**config.mk**
```make
export PLATFORM = sky130hd
export DESIGN_NAME = imem_boot_loader
export DESIGN_NICKNAME = d
export VERILOG_FILES = /design/src/rtl/rv32i_pkg.sv /design/src/rtl/byte_to_word_packer.sv /design/src/rtl/imem_boot_loader.sv
export SDC_FILE = /design/constraint.sdc
export NUM_CORES = 1
export LEC_CHECK = 0
export ABC_AREA = 1
export CORE_MARGIN = 2
export CORE_UTILIZATION = 57
export DETAILED_ROUTE_END_ITERATION = 8
export PLACE_DENSITY = 0.85
export SETUP_SLACK_MARGIN = 0.5
export SKIP_LAST_GASP = 1
export SYNTH_ARGS = -nofsm -noshare
export SYNTH_HDL_FRONTEND = slang
export SYNTH_HIERARCHICAL = 1
export SYNTH_SLANG_ARGS = --single-unit
```
**constraint.sdc**
```tcl
create_clock -name clk -period 4.1 [get_ports clk]
set_clock_uncertainty 0.15 [all_clocks]
set_input_delay 0.41 -clock clk [delete_from_list [all_inputs] [get_ports clk]]
set_output_delay 0.41 -clock clk [all_outputs]
set_load 0.02 [all_outputs]
```
**src/rtl/rv32i_pkg.sv**
```systemverilog
// Shared constants and types for the instruction memory and its boot loader.
package rv32i_pkg;

    localparam int unsigned IMEM_WORDS  = 1024;
    localparam int unsigned IMEM_ADDR_W = $clog2(IMEM_WORDS);

    typedef enum logic [2:0] {
        LDR_IDLE,
        LDR_LEN_LO,
        LDR_LEN_HI,
        LDR_DATA,
        LDR_WRITE,
        LDR_DONE,
        LDR_ERROR
    } loader_state_e;

endpackage

```
**src/rtl/byte_to_word_packer.sv**
```systemverilog
// Collects four accepted bytes into a little-endian 32-bit word.
module byte_to_word_packer (
    input  logic        clk,
    input  logic        reset,
    input  logic        clear_i,
    input  logic        byte_valid_i,
    input  logic [7:0]  byte_i,
    output logic        last_byte_c,
    output logic        word_valid_o,
    output logic [31:0] word_o
);

    logic [1:0]  idx_q;
    logic [31:0] word_q;
    logic        word_valid_q;

    assign last_byte_c  = byte_valid_i && (idx_q == 2'd3);
    assign word_valid_o = word_valid_q;
    assign word_o       = word_q;

    // Right shift: the first byte of a word ends up in bits [7:0].
    always_ff @(posedge clk or posedge reset) begin
        if (reset) begin
            idx_q        <= 2'd0;
            word_q       <= 32'd0;
            word_valid_q <= 1'b0;
        end else begin
            word_valid_q <= last_byte_c;
            if (clear_i) begin
                idx_q  <= 2'd0;
                word_q <= 32'd0;
            end else if (byte_valid_i) begin
                idx_q  <= idx_q + 2'd1;
                word_q <= {byte_i, word_q[31:8]};
            end
        end
    end

endmodule

```
**src/rtl/imem_boot_loader.sv**
```systemverilog
// Loads a length-prefixed byte stream into instruction memory while holding the core in reset.
module imem_boot_loader
    import rv32i_pkg::*;
#(
    parameter  int unsigned MEM_WORDS = IMEM_WORDS,
    localparam int unsigned ADDR_W    = $clog2(MEM_WORDS)
) (
    input  logic              clk,
    input  logic              reset,
    input  logic              start,
    input  logic [7:0]        rx_data,
    input  logic              rx_valid,
    output logic              rx_ready,
    output logic              mem_we,
    output logic [ADDR_W-1:0] mem_waddr,
    output logic [31:0]       mem_wdata,
    output logic              core_hold,
    output logic              busy,
    output logic              done,
    output logic              error,
    output logic [ADDR_W:0]   words_written
);

    localparam int unsigned CNT_W = ADDR_W + 1;

    loader_state_e     state_q;
    logic [15:0]       len_q;
    logic [ADDR_W-1:0] waddr_q;
    logic [CNT_W-1:0]  count_q;
    logic              rx_ready_q;
    logic              core_hold_q;
    logic              busy_q;
    logic              done_q;
    logic              error_q;

    logic        xfer;
    logic        start_ok;
    logic        last_byte;
    logic [15:0] len_full;

    assign xfer     = rx_valid && rx_ready_q;
    assign start_ok = start && ((state_q == LDR_IDLE) || (state_q == LDR_DONE) || (state_q == LDR_ERROR));
    assign len_full = {rx_data, len_q[7:0]};

    byte_to_word_packer u_packer (
        .clk          (clk),
        .reset        (reset),
        .clear_i      (start_ok),
        .byte_valid_i (xfer && (state_q == LDR_DATA)),
        .byte_i       (rx_data),
        .last_byte_c  (last_byte),
        .word_valid_o (mem_we),
        .word_o       (mem_wdata)
    );

    // Outputs are updated together with the state they belong to.
    always_ff @(posedge clk or posedge reset) begin
        if (reset) begin
            state_q     <= LDR_IDLE;
            len_q       <= 16'd0;
            waddr_q     <= '0;
            count_q     <= '0;
            rx_ready_q  <= 1'b0;
            core_hold_q <= 1'b1;
            busy_q      <= 1'b0;
            done_q      <= 1'b0;
            error_q     <= 1'b0;
        end else begin
            case (state_q)
                LDR_IDLE, LDR_DONE, LDR_ERROR: begin
                    if (start_ok) begin
                        state_q     <= LDR_LEN_LO;
                        waddr_q     <= '0;
                        count_q     <= '0;
                        rx_ready_q  <= 1'b1;
                        core_hold_q <= 1'b1;
                        busy_q      <= 1'b1;
                        done_q      <= 1'b0;
                        error_q     <= 1'b0;
                    end
                end
                LDR_LEN_LO: begin
                    if (xfer) begin
                        len_q[7:0] <= rx_data;
                        state_q    <= LDR_LEN_HI;
                    end
                end
                LDR_LEN_HI: begin
                    if (xfer) begin
                        len_q[15:8] <= rx_data;
                        if (len_full == 16'd0) begin
                            state_q     <= LDR_DONE;
                            rx_ready_q  <= 1'b0;
                            busy_q      <= 1'b0;
                            done_q      <= 1'b1;
                            core_hold_q <= 1'b0;
                        end else if (len_full > 16'(MEM_WORDS)) begin
                            state_q    <= LDR_ERROR;
                            rx_ready_q <= 1'b0;
                            busy_q     <= 1'b0;
                            error_q    <= 1'b1;
                        end else begin
                            state_q <= LDR_DATA;
                        end
                    end
                end
                LDR_DATA: begin
                    if (last_byte) begin
                        state_q    <= LDR_WRITE;
                        rx_ready_q <= 1'b0;
                    end
                end
                LDR_WRITE: begin
                    count_q <= count_q + CNT_W'(1);
                    waddr_q <= waddr_q + ADDR_W'(1);
                    if (16'(count_q) + 16'd1 == len_q) begin
                        state_q     <= LDR_DONE;
                        busy_q      <= 1'b0;
                        done_q      <= 1'b1;
                        core_hold_q <= 1'b0;
                    end else begin
                        state_q    <= LDR_DATA;
                        rx_ready_q <= 1'b1;
                    end
                end
                default: begin
                    state_q     <= LDR_IDLE;
                    rx_ready_q  <= 1'b0;
                    core_hold_q <= 1'b1;
                    busy_q      <= 1'b0;
                end
            endcase
        end
    end

    assign rx_ready      = rx_ready_q;
    assign mem_waddr     = waddr_q;
    assign core_hold     = core_hold_q;
    assign busy          = busy_q;
    assign done          = done_q;
    assign error         = error_q;
    assign words_written = count_q;

endmodule

```
== Word level (Yosys, flattened, before mapping) ==
Index checks and enable logic that the tools add are counted.
Operators by class
  $add $sub $neg: 4
  order comparisons: 1
  equal/unequal tests: 18
  mux-type cells: 37
  bitwise logic cells: 2
  reduce and logical (&&, ||, !) cells: 23
Operator list (count)
  $mux W32: 2
  $pmux W11 S2: 1
  $mux W3: 7
  $pmux W10 S2: 1
  $reduce_and A5 Y1: 4
  $eq A12 B16 Y1: 1
  $gt A16 B11 Y1 const B: 1
  $logic_not A16 Y1: 1
  $mux W1: 16
  $ne A2 B2 Y1 const B: 8
  $pmux W3 S5: 1
  $add A11 B1 Y12 const B: 1
  $add A11 B1 Y11 const B: 1
  $mux W11: 1
  $add A10 B1 Y10 const B: 1
  $mux W10: 1
  $eq A3 B3 Y1 const B: 3
  $pmux W1 S4: 2
  $eq A3 B2 Y1 const B: 2
  $reduce_and A2 Y1: 3
  $reduce_and A6 Y1: 1
  $reduce_bool A2 Y1: 3
  $pmux W1 S5: 1
  $logic_and A1 B1 Y1: 4
  15 further kinds: 18
Word-level totals
  flip-flop bits (word level): 80
  output and inout bits: 59

== Longest topological paths before layout ==
Gate-level depths: netlist (run 1).
  depth after elaboration: 6
  depth in mapped cells: 15

== Cells and area by module ==
The synthesis (run 1) kept the hierarchy.
By module, submodules not included
  imem_boot_loader: times used 1, cells an instance 375, area an instance 2686.3 sq um
  byte_to_word_packer: times used 1, cells an instance 154, area an instance 1517.7 sq um

== Worst setup path after synthesis (run 1) ==
OpenSTA, ideal clock, no wires.
  kind: flip-flop to flip-flop
  start: register count_q[1], in the netlist words_written[1]
  end: register busy_q, in the netlist busy
  library setup time: 0.119 ns
  data arrival time: 1.754 ns
  data required time: 3.831 ns
  path slack: 2.077 ns
  cell stages (with the launch flop): 15
  buffers on the path: 0
  period minus slack after synthesis: 2.023 ns
  cell sequence: dfrtp_1 ha_1 nand2_1 nor2_2 nand2_1 nand2_2 nand2_2 nand2_1 nand2_1 nor2_2 nand4_1 nand2_2 nand3_1 nand2_1 nand2_1
Between the ends
  cells in the longest elaborated chain, start to end: 4
RTL lines
  start: declaration: line imem_boot_loader.sv:29  | logic [CNT_W-1:0] count_q;
  start signal: assignment: line imem_boot_loader.sv:114  | count_q <= count_q + CNT_W'(1);
  $add A11 B1 Y12: line imem_boot_loader.sv:116  | if (16'(count_q) + 16'd1 == len_q) begin
  $eq A12 B16 Y1: line imem_boot_loader.sv:116
  $ne A2 B2 Y1 (no source line)
  $reduce_and A5 Y1 (no source line)
  end signal: assignment: line imem_boot_loader.sv:100  | busy_q <= 1'b0;
  end signal: assignment: line imem_boot_loader.sv:118  | busy_q <= 1'b0;
  end signal: assignment: line imem_boot_loader.sv:130  | busy_q <= 1'b0;
  end: declaration: line imem_boot_loader.sv:32  | logic busy_q;
Every way passes these cells.
A chain may end at the register's enable or synchronous reset.

== Worst setup path in the final report (run 1) ==
  start: register state_q[2]
  end: register rx_ready_q, in the netlist rx_ready
RTL lines
  start: declaration: line imem_boot_loader.sv:26  | loader_state_e state_q;
  start signal: assignment: line imem_boot_loader.sv:59  | state_q <= LDR_IDLE;
  start signal: assignment: line imem_boot_loader.sv:72  | state_q <= LDR_LEN_LO;
  start signal: assignment: line imem_boot_loader.sv:85  | state_q <= LDR_LEN_HI;
  $eq A3 B2 Y1: line imem_boot_loader.sv:49  | .byte_valid_i (xfer && (state_q == LDR_DATA)),
  $logic_and A1 B1 Y1: line imem_boot_loader.sv:49
  $logic_and A1 B1 Y1: line byte_to_word_packer.sv:17  | assign last_byte_c = byte_valid_i && (idx_q == 2'd3);
  named net last_byte: line imem_boot_loader.sv:38  | logic last_byte;
  $ne A2 B1 Y1 (no source line)
  $reduce_and A6 Y1 (no source line)
  end signal: assignment: line imem_boot_loader.sv:63  | rx_ready_q <= 1'b0;
  end signal: assignment: line imem_boot_loader.sv:75  | rx_ready_q <= 1'b1;
  end signal: assignment: line imem_boot_loader.sv:93  | rx_ready_q <= 1'b0;
  end: declaration: line imem_boot_loader.sv:30  | logic rx_ready_q;
The timed path passes the listed nets, and every way through them passes these cells.

==> flow_summary.ini, run 1 <==
[run_status]
outcome = finished clean

[place]
place_congestion = 0.912
dpl.cell_count = 685
hpwl_um = 6810
place_area_um2 = 4920
port_buffers = 70

[timing]
slew_violations = 0
finalSetupViolations = 0
slew_headroom_pct = 55.8
finalHoldViolations = 0
timing.final.crit_share_pct = 55.4
clock.fmax_mhz = 440
rsz0062_at_grt = false
setup-tns-final_ns = 0
tightest_slew_ns = 0.662
fin_crit_ns = 2.27

[routing]
drt_iter0_drc = 280
antenna_left = 0
wirelength_um = 9460
vias = 3719
drt_pass1_iterations = 5
drc = 0
wire_per_inst_um = 13.5
via_per_inst = 5.31

[cts]
cts_max_level = 3
clock-root-buffer = clkbuf_8
cts_buffers = 9
ctsHoldBuffers = 0
clock-sinks = 80
insertion_delay_ns = 0.35
cts.reportedPaths.clkPinSlew_ns = 0.08
clk_path_buf_depth = 2
cts_tree = yes
post_cts_buffers = 0
cts_resized = 0

[final_layout]
regArea_um2 = 2000
finalInstanceArea_um2 = 5110
n_fill_cell = 543
final_cells = 701
n_antenna_cell = 0
multiInputGateArea_um2 = 1850
area_growth_syn_to_layout_pct = 21.6
final_common_cell = nand2_1
final_cell_mix = nand2_1, dfrtp_1, clkdlybuf4s50_1, nand3_1, inv_1
final_layout_size_suffix_gt1_share_pct = 10.5
nets = 612

[global_route]
grt_pass1_vias = 3548
grt_antenna_before_repair = 0
grt_overflow_total = 0
grt_max_degree = 46
grt_use_total_pct = 25.1
grt_pass1_wl_um = 16700

[setup_path]
crit_fanout = 36
crit_start = state_q[2]$_DFFE_PP0P_
ff2ff_setup_slack_ns = 1.83
cp.required_ns = 4.19
worst-endpoint-arrival_ns = 2.36
end_kind = flip-flop
critPathKind = reg2reg
start_kind = flip-flop
reg2reg_from = state_q[2]$_DFFE_PP0P_

[min_path]
hold_path.class = reg2reg
hp-start = core_hold$_DFFE_PP1P_

[yosys]
ys_seq_area_share_pct = 47.6
synthesis.area_um2 = 4200
synth_cell_types = 38
synth_seq_cells = 80
synthFlopType = dfrtp_1
netlist_instances = 529
synth_enable_flop_cells = 0
avgSynthCellArea_um2 = 7.95
yosys_warnings = 6
synthArstFlopShare_pct = 100
synth_nets = 544

[floorplan]
start_util_pct = 58.3
fp.dieH_um = 89.9
io_pins = 71
die-area_um2 = 8080
rows = 31
core_area_um2 = 7210
die_w_um = 89.9

[pwr]
power.density_nw_per_um2 = 273
fin_total_pwr_mw = 1.40
ir_worst_vdd_mv = 0.183
p_leak_nw = 2.64

[run]
drv_cap = 0
layer usage:
layer	track usage (%)	vias up	part of all wire, %
met5	0	-	0
met4	8.46	0	1.7
met3	4.02	15	4.9
met2	40.5	129	50
met1	34.9	1739	44
li1	-	1836	-
cells in the mapped netlist, drive strengths merged, types with 3 or more instances:
master	instances	share of area [%]
a21oi	14	1.9
buf	12	2.8
clkbuf	4	0.36
dfrtp	79	47
ha	3	0.89
inv	59	5.3
nand2	189	18
nand3	70	9.9
nand4	7	1.2
nor2	39	5.0
nor3	5	0.60
o21ai	30	3.7
o22ai	6	0.89
through the flow:
step                utilization [%]  hold WS (ns)  setup WS (ns)
finish                         70.9         0.321           1.83
CTS                            70.9         0.320           1.84
detailed placement             68.3         0.307           1.64
global placement               68.3         0.304           1.69
global route                   70.9         0.352           1.63
floorplan                         -         0.296           2.08
registers in the layout, summed over array words and instances, names as in the netlist:
signal / flops
u_packer/word_o: 32
rx_ready: 1
state_q: 3
mem_waddr: 10
error: 1
len_q: 16
done: 1
core_hold: 1
u_packer/word_valid_o: 1
words_written: 11
busy: 1
u_packer/idx_q: 2
cells by family after synthesis:
kind of cell	after synthesis	synth area share, %
adders and majority gates	3	0.893
DFF	80	47.6
AOI/OAI and AO/OA	55	7.47
buffers and inverters	75	8.51
and+or+nand+nor	315	35.2
muxes	1	0.238
report_power, final:
group | internal (mW) | total, mW | switching, mW
combinational | 0.0142 | 0.0406 | 0.0263
clock | 0.282 | 0.567 | 0.285
sequential | 0.789 | 0.790 | 0.000645
total | 1.09 | 1.40 | 0.312
final timing paths:
kind,end,depth (start not counted)
min in group asynchronous,u_packer/word_o[2]$_DFFE_PP0P_,3
worst max-delay path,rx_ready$_DFFE_PP0P_,13
worst min-delay path,core_hold$_DFFE_PP1P_,2
worst min register to register,core_hold$_DFFE_PP1P_,2
worst max register to register,rx_ready$_DFFE_PP0P_,13
max in group asynchronous,len_q[0]$_DFFE_PP0P_,3
layout make-up:
cell class / instances / area share, %
flip-flops and latches: 80 / 39.2
well taps: 99 / 2.42
inverters: 59 / 4.38
multi-input cells: 374 / 36.2
clock inverters: 5 / 1.10
clock buffers: 11 / 2.57
repair buffers: 73 / 14.1
worst max-delay path, cell delays in order, from the launching register on:
cell and delay [ns]:
dfrtp_1 0.49, nor2_1 0.18, inv_1 0.11, nor2_4 0.08, buf_4 0.41, nand2_1 0.10, inv_1 0.10, nor2_1 0.06
nor3_1 0.17, nand2_1 0.07, inv_1 0.08, nand2_1 0.05, nand2_1 0.05, nand2_1 0.05
Note: power is estimated with default switching activity, not from simulation.
==> run 2: changes to the inputs <==
- CORE_UTILIZATION: 57 -> 48
- PLACE_DENSITY: 0.85 -> 0.76
- clock period: 4.1 -> 1.96 ns (I/O delays scaled with it)
==> run 2 against run 1 <==
- the run now ends with negative setup slack left
- via count increased by 14%
- clock power rose by 120%
- die area grew 18%
- non-clock buffer count grew 55
- critical endpoint is now busy$_DFFE_PP0P_
- largest cell class is now multi-input combinational cells
- highest routed layer unchanged
==> flow_summary.ini, run 2 (synthesis results as in run 1) <==
[global_route]
grt_use_total_pct = 25.8
met1_usage_pct = 31.9
grt_overflow_total = 0
grt-busiest-layer = met2
grt_antenna_before_repair = 0
grt_pass1_wl_um = 20000
use_met3_pct = 5.25
grt_max_degree = 46
globalRouteMet2Util_pct = 43.9
grt_pass1_vias = 4147

[timing]
setup_ws_ns = -0.0821
setup-tns-final_ns = -1.35
clock.fmax_mhz = 490
fin_crit_ns = 2.04
tightest_slew_ns = 0.541
holdWs_ns = 0.0854
finalSetupViolations = 40
slew_headroom_pct = 63.9
rsz0062_at_grt = true
slew_violations = 0
finalHoldViolations = 0
timing.final.crit_share_pct = 104

[final_layout]
final_cells = 771
final_cell_mix = nand2_1, dfrtp_1, inv_1, buf_4, nand3_2
final_layout_size_suffix_gt1_share_pct = 38.8
area_growth_syn_to_layout_pct = 46.3
final_common_cell = nand2_1
n_antenna_cell = 0
finalInstanceArea_um2 = 6150
final_core_util_pct = 71.5
nets = 673
largest_reg_flops = 32

[pwr]
p_leak_nw = 3.15
ir_worst_vdd_mv = 0.402
power.density_nw_per_um2 = 488
fin_total_pwr_mw = 3.00

[place]
place_area_um2 = 5310
port_buffers = 70
place_congestion = 0.936
hpwl_um = 7400
dpl.cell_count = 717
post-place-ws_ns = -0.0522

[setup_path]
crit_buf_inv = 0
end_kind = flip-flop
reg2reg_depth = 14
crit_start = words_written[0]$_DFFE_PP0P_
worst-endpoint-arrival_ns = 2.14
slowest_stage = dfrtp_2
critPathKind = reg2reg
crit_fanout = 6
reg2reg_to = busy$_DFFE_PP0P_
ff2ff_setup_slack_ns = -0.08
cp_top_family = simple AND/OR/NAND/NOR gates
cp.required_ns = 2.06
cpPeakStageDelay_ns = 0.45
crit_chain = ha_4 > nand3_4 > nor2_4 > nand2_2 > nand2_2 > nand2_2 > nand2_2 > nand2_2 > nor2_4 > nand4_1 > nand2_2 > nand3_2 > nand2_1 > nand2_1
critPathCapture = busy$_DFFE_PP0P_
path_depth = 14
start_kind = flip-flop
reg2reg_from = words_written[0]$_DFFE_PP0P_
cpMostUsedCell = nand2_2

[cts]
clock-root-buffer = clkbuf_8
cts_max_level = 3
clk_path_buf_depth = 2
ctsHoldBuffers = 0
cts_tree = yes
insertion_delay_ns = 0.36
cts_buffers = 9
cts.reportedPaths.clkPinSlew_ns = 0.08
clock-sinks = 80

[routing]
vias = 4241
drt_iter0_drc = 179
wire_per_inst_um = 16.2
via_per_inst = 5.50
antenna_left = 0
drt_pass1_iterations = 5
wirelength_um = 12500
drc = 0

[floorplan]
rows = 34
core_area_um2 = 8590
die-area_um2 = 9520
die_w_um = 97.6
fp.dieH_um = 97.6
io_pins = 71
start_util_pct = 48.9

[min_path]
hold_path.class = in2async

[run_status]
violations = negative setup slack
outcome = complete, but fails checks

[run]
drv_cap = 0
[run 2: changes by cell type in the layout (fill, tap and decap cells not counted), sizes merged]
cell and change:
clkdlybuf4s50 -59, clkbuf +28, clkdlybuf4s15 +13, inv +4
buf +60, clkinvlp +1, dlygate4sd2 +12, nand2 +2
[run 2: area by class of cell]
cell class / count / area [um^2]
well taps: 108 / 135
flip-flops and latches: 80 / 2020
fillers: 627 / 2440
multi-input cells: 376 / 2330
repair buffers: 128 / 1150
clock buffers: 10 / 128
repair inverters: 4 / 77.6
inverters: 59 / 245
clock inverters: 6 / 67.6
[run 2: power by group]
part | leakage, nW | internal [mW] | switching, mW | total (mW)
registers | 1.01 | 1.65 | 0.00142 | 1.65
logic | 2.05 | 0.0345 | 0.0595 | 0.0939
clock network | 0.0933 | 0.597 | 0.660 | 1.26
total | 3.15 | 2.28 | 0.721 | 3.00
[run 2: repair_timing]
item,CTS,global route
resized for setup,184,93
pin swaps,19,17
setup buffers,21,8
cloned,6,3
setup endpoints to repair,138,118
[run 2: how the worst min path moves through the flow]
stage	end	from	slack, ns
2_1_floorplan	u_packer/word_o[24]$_DFFE_PP0P_	rx_data[0]	0.17
3_3_place_gp	core_hold$_DFFE_PP1P_	core_hold$_DFFE_PP1P_	0.31
3_5_place_dp	core_hold$_DFFE_PP1P_	core_hold$_DFFE_PP1P_	0.31
4_1_cts	state_q[2]$_DFFE_PP0P_	reset	0.08
5_1_grt	error$_DFFE_PP0P_	reset	0.14
6_report	error$_DFFE_PP0P_	reset	0.09
[run 2: per-layer routing]
layer  vias up  wire, um
met4         0       375
met3        42       932
met5         -         0
li1       1967         -
met2       214      6350
met1      2018      4800
[run 2: worst min-delay path, delay by kind of cell]
kind	cells	cell delay, ns
buffers and inverters	3	0.76
==> run 3: changes to the inputs <==
- CORE_ASPECT_RATIO: not set -> 1.5
==> run 3 against run 2 <==
- the run still ends with negative setup slack left
- global-route usage is 2.4 points higher
- critical path depth is 3 lower
- worst setup slack worse by 0.15 ns
- clock-buffer cell count is 1 higher
- critical path type unchanged
- largest cell class unchanged
==> flow_summary.ini, run 3 (synthesis results as in run 1) <==
[run_status]
outcome = complete, but fails checks
violations = negative setup slack

[cts]
clock-root-buffer = clkbuf_16
cts.reportedPaths.clkPinSlew_ns = 0.06
cts_buffers = 9
cts_tree = yes
clock-sinks = 80
insertion_delay_ns = 0.34
ctsHoldBuffers = 0
clk_path_buf_depth = 2
cts_max_level = 3

[place]
hpwl_um = 7540
port_buffers = 70
place_area_um2 = 5300
place_congestion = 0.889

[final_layout]
nets = 674
final_common_cell = nand2_1
final_layout_size_suffix_gt1_share_pct = 41.5
largest_reg_flops = 32
area_growth_syn_to_layout_pct = 54.1
finalInstanceArea_um2 = 6480
final_core_util_pct = 76.6
final_cell_mix = nand2_1, dfrtp_1, nand2_2, inv_1
n_antenna_cell = 0

[timing]
tightest_slew_ns = 0.696
rsz0062_at_grt = true
clock.fmax_mhz = 457
finalSetupViolations = 58
slew_violations = 0
slew_headroom_pct = 53.3
fin_crit_ns = 2.19
holdWs_ns = 0.0814
setup_ws_ns = -0.230
timing.final.crit_share_pct = 112
finalHoldViolations = 0

[setup_path]
reg2reg_depth = 11
worst-endpoint-arrival_ns = 2.27
critPathKind = reg2reg
cp.required_ns = 2.03
reg2reg_to = done$_DFFE_PP0P_
end_kind = flip-flop
critPathCapture = done$_DFFE_PP0P_
start_kind = flip-flop
crit_fanout = 3
crit_start = state_q[1]$_DFFE_PP0P_
ff2ff_setup_slack_ns = -0.23
reg2reg_from = state_q[1]$_DFFE_PP0P_

[global_route]
grt_max_degree = 36
grt_antenna_before_repair = 0
grt_pass1_wl_um = 20900
grt_use_total_pct = 28.2
grt_overflow_total = 0
grt_pass1_vias = 4260

[pwr]
power.density_nw_per_um2 = 533
p_leak_nw = 3.28
fin_total_pwr_mw = 3.45
ir_worst_vdd_mv = 0.680

[floorplan]
die-area_um2 = 9540
io_pins = 71
fp.dieH_um = 119
core_area_um2 = 8460
start_util_pct = 49.7
rows = 41
die_w_um = 80.4

[routing]
drt_pass1_iterations = 5
antenna_left = 0
wirelength_um = 13600
drc = 0
drt_iter0_drc = 342
vias = 4314
wire_per_inst_um = 17.7
via_per_inst = 5.61

[min_path]
hold_path.class = in2async

[run]
drv_cap = 0
run 3: area by class of cell:
class / count / area (um^2)
multi-input combinational: 376 / 2470
sequential: 80 / 2010
fill: 559 / 1980
timing repair buffer: 133 / 1320
clock buffer: 11 / 253
inverter: 59 / 245
tap: 107 / 134
clock inverter: 3 / 42.5
run 3: worst min-delay path by stage:
stage | start | end | slack [ns] | depth (start not counted)
6_report | reset | state_q[2]$_DFFE_PP0P_ | 0.08 | 2
5_1_grt | reset | state_q[2]$_DFFE_PP0P_ | 0.15 | 2
4_1_cts | reset | words_written[0]$_DFFE_PP0P_ | 0.11 | 2
3_5_place_dp | core_hold$_DFFE_PP1P_ | core_hold$_DFFE_PP1P_ | 0.31 | 2
3_3_place_gp | mem_waddr[9]$_DFFE_PP0P_ | mem_waddr[9]$_DFFE_PP0P_ | 0.31 | 1
2_1_floorplan | rx_data[0] | u_packer/word_o[24]$_DFFE_PP0P_ | 0.17 | 2
run 3: stage by stage:
step	setup TNS [ns]	cells	setup WS, ns
after global routing	-7.60	769	-0.292
after floorplan	0	529	0.0925
final	-5.28	769	-0.230
after global placement	-0.0682	714	-0.0366
after detailed placement	-0.214	714	-0.0804
after CTS	-0.384	756	-0.0332
run 3: where the power goes:
part / internal (mW) / switching (mW) / total (mW)
sequential: 1.65 / 0.000958 / 1.65
combinational: 0.0342 / 0.0612 / 0.0954
clock: 1.04 / 0.664 / 1.70
total: 2.73 / 0.726 / 3.45
run 3: what timing repair did:
action	4_1_cts	5_1_grt
gates cloned	7	0
gates resized for setup	184	93
pin swaps	36	26
setup endpoints to repair	138	101
buffers inserted	21	13
run 3: per-layer routing:
layer	track usage, %	wire (um)	up-vias
met2	49.4	7190	201
met1	32.4	4990	2083
met3	5.57	834	67
met5	0	0	-
li1	-	-	1963
met4	12.6	619	0
run 3: worst max-delay path, cell delays in order (launching register included):
cell	delay [ns]
dfrtp_1	0.42
inv_2	0.08
or2_1	0.24
and2_4	0.16
a21oi_4	0.14
inv_2	0.07
buf_4	0.13
buf_4	0.13
a21oi_1	0.27
nand3_1	0.16
nand2_1	0.08
nand2_1	0.05
==> variant 1, RTL diff (flow settings as in run 2) <==
Make the reset (`reset`) synchronous in 2 clocked blocks.
--- a/src/rtl/byte_to_word_packer.sv
+++ b/src/rtl/byte_to_word_packer.sv
@@ -20,5 +20,5 @@
 
     // Right shift: the first byte of a word ends up in bits [7:0].
-    always_ff @(posedge clk or posedge reset) begin
+    always_ff @(posedge clk) begin
         if (reset) begin
             idx_q        <= 2'd0;
--- a/src/rtl/imem_boot_loader.sv
+++ b/src/rtl/imem_boot_loader.sv
@@ -55,5 +55,5 @@
 
     // Outputs are updated together with the state they belong to.
-    always_ff @(posedge clk or posedge reset) begin
+    always_ff @(posedge clk) begin
         if (reset) begin
             state_q     <= LDR_IDLE;
Check against the original RTL: differs if reset is asserted again (counterexample within 4 cycles, from zero or initial values and one cycle with reset high); with reset held inactive, the same outputs for 10 cycles.
==> variant 1 against run 2 <==
Highest routed layer unchanged; design area decreased by 6.7%; critical path type unchanged; the run still ends with setup timing left; wire length decreased by 12%; setup slack improved by 0.0074 ns; synthesized area decreased by 1.2%; critical path depth unchanged; via count increased by 1.6%; final cell count increased by 12%; sequential cell count unchanged.
Power is not compared: it rests on default switching activity, and its combinational part moved more than twofold at a synthesized area within 25%.
==> variant 1: results (changes against run 2) <==
Post-Place Cells=821 (+15%); Sw Share=0.358; Post-CTS Resized=140 (-24%); top cells by count, synth=nand2_1 (179), nor2_1 (113), inv_1 (88); status=finished with violations; post-CTS setup buffer count=19 (-9.5%); Filler Cell Count=674 (+7.5%); setup tns final=-0.208 ns (+1.15 ns); Yosys top cell area share=0.386 (-0.0845); Crit path largest cell delay=0.39 ns (-0.06 ns); drt via density=4.98 (-9.4%); Sequential cell area=0.00165 mm^2 (-18%); worst skew pair latency=about 0.35 ns; Synth area leaders=dfxtp_1 (39%), nand2_1 (16%), nor2_1 (10%); final-stage net count=770 (+14%); # setup viols final=5 (-88%); Worst path slowest cell=dfxtp_4; Vias=4310 (+1.6%); M2 GR Usage=0.390 (-0.0488); routed wl met2=5320 um (-16%); Avg Inst Size Synth=6.48 um^2 (-19%); Least-Margin Pin Slew=0.757 ns (+0.216 ns); metal3 WL=552 um (-41%); HP Start=len_q[13]; fraction of layout cells with a size suffix above 1=0.257 (-0.131); failing checks=setup timing; Setup crit start=words_written[1]; Seq/Total Area, Yosys=0.386 (-0.0907); Syn Nets=656 (+21%); met3 Use GR=0.0499 (-0.00266); CP Max Fanout=6 (unchanged); Post-synth ARST share=0 (-1.00); Worst VDD drop=a little over 0.7 mV; Comb power frac=0.339; met1 Track Usage GR=0.301 (-0.0179); CP endpoint=core_hold; All-Layer GR Usage=0.233 (-0.0254); first-pass GRT wire length=18300 um (-8.7%); Distinct cells, synth=34 (-11%); first drt pass iteration count=5 (unchanged); Routed met1 length=4960 um (+3.3%); largest net degree at the start of global routing=69 (+50%); vias in the first global route=3976 (-4.1%); Worst R2R Path Depth=14 (unchanged); Hold WC Path Type=flip-flop to flip-flop; final worst setup slack=-0.0747 ns (+0.00738 ns); worst slack at placement=-0.0241 ns (+0.0280 ns); Routed wire per std cell=12.7 um (-21%); CP Data Arrival Time=2.11 ns (-0.03 ns); placed inst area=0.00516 mm^2 (-2.9%); worst hold margin=0.312 ns (+0.227 ns); gpl congestion=0.985 (+5.2%); ys flop type=dfxtp_1; Starting DRT DRC Count=219 (+22%)
[variant 1: changes by cell type in the layout (fill, tap and decap cells not counted), moves of 22 or more]
cell | before | now
nor2_1 | 20 | 101
dfrtp_1 | 69 | 0
dfxtp_1 | 0 | 59
inv_1 | 51 | 75
clkbuf_2 | 28 | 0
a21oi_1 | 10 | 32
dlygate4sd2_1 | 12 | 49
[variant 1: cell type report]
type | instances | area share
inverters | 91 | 0.0598
well taps | 105 | 0.0229
clock buffers | 12 | 0.0271
flip-flops and latches | 80 | 0.288
clock inverters | 4 | 0.00894
multi-input cells | 448 | 0.404
repair buffers | 125 | 0.190
[variant 1: kinds of logic (layout without fill, tap and decap cells)]
group | after synthesis | after routing | synth area share
compound gates | 69 | 69 | 0.0889
fa+ha+maj | 3 | 3 | 0.00904
buf+inv | 113 | 232 | 0.118
simple gates | 376 | 376 | 0.398
flops | 80 | 80 | 0.386
==> variant 2, RTL diff (config.mk and constraints of run 2) <==
Made on the original files. Set the package constant `IMEM_WORDS` to 256 (it was 1024).
--- a/src/rtl/rv32i_pkg.sv
+++ b/src/rtl/rv32i_pkg.sv
@@ -2,5 +2,5 @@
 package rv32i_pkg;
 
-    localparam int unsigned IMEM_WORDS  = 1024;
+    localparam int unsigned IMEM_WORDS  = 256;
     localparam int unsigned IMEM_ADDR_W = $clog2(IMEM_WORDS);
 
Interface: changed (resized mem_waddr and words_written); port bits go from 71 to 67. The function was not compared with the original's and may differ.
==> variant 2 against run 2 <==
Total power rose by 2.1%; sequential cell count shrank 4; global-route usage increased by 0.96 points; final cell count down 7.1%; setup slack worse by 0.25 ns; synthesized area decreased by 8.2%; non-clock buffer count shrank 4; the flow still finishes with violations (setup timing); design area down 1.0%; largest power group unchanged; wire length up 12%.
==> variant 2: results (changes against run 2) <==
placed inst area=0.00484 mm^2 (-8.8%); Synth area leaders=dfrtp_1 (49%), nand2_1 (16%), nand3_1 (7.5%); top cells by count, synth=nand2_1 (163), dfrtp_1 (75), nand3_1 (58); Static Leak=3.01 nW (-4.4%); Crit path largest cell delay=0.43 ns (-0.02 ns); status=finished with violations; cell area power density=504 mW/mm^2 (+3.2%); Least-Margin Pin Slew=0.428 ns (-0.113 ns); Worst VDD drop=0.382 mV (-4.9%); post-CTS setup buffer count=19 (-9.5%); Distinct cells, synth=36 (-5.3%); All-Layer GR Usage=0.268 (+0.00955); Filler Cell Count=461 (-26%); Avg Inst Size Synth=7.94 um^2 (about the same); vias in the first global route=3782 (-8.8%); Clock group=0.00139 W (+10%); gpl congestion=0.907 (-3.1%); Clock buf/inv share=0.0370 (+0.00527); Non-clk bufs=124 (-3.1%); # setup viols final=46 (+15%); failing checks=setup timing; Seq/Total Area, Yosys=0.493 (+0.0167); Inverters=58 (-7.9%); Routed wire per std cell=19.6 um (+21%); Signal buf overhead=0.209 (+0.0229); number of multi-input logic gates=340 (-9.6%); Sequential cell area=0.00192 mm^2 (-5.0%); synthesis-to-finish area growth=57.7%; final worst setup slack=-0.329 ns (-0.247 ns); fraction of layout cells with a size suffix above 1=0.446 (+0.0586); largest net degree at the start of global routing=42 (-8.7%); CP Data Arrival Time=2.39 ns (+0.25 ns); mux contribution to synthesized area=0 (-0.00238)
[variant 2: cell types whose count changed in the layout (fill, tap and decap cells not counted), moves of 7 or more]
cell,run 2,this run
inv_1,51,44
nand2_1,156,100
nand3_1,28,38
nand2_4,2,23
nand2_2,29,39
buf_4,40,28
clkbuf_2,28,21
[variant 2: layer usage]
layer | GRT usage | wire [um] | part of all wire
met1 | 0.334 | 5110 | 0.37
met2 | 0.457 | 7030 | 0.50
met5 | 0 | 0 | 0
met3 | 0.0465 | 1140 | 0.081
met4 | 0.116 | 721 | 0.051
[variant 2: through the flow]
stage	setup slack, ns	TNS (ns)	hold WS, ns
floorplan	0.101	0	0.174
global placement	0.00698	0	0.304
detailed placement	-0.0497	-0.0925	0.312
CTS	0.00536	0	0.0552
global route	-0.521	-7.48	0.121
finish	-0.329	-3.72	0.0467
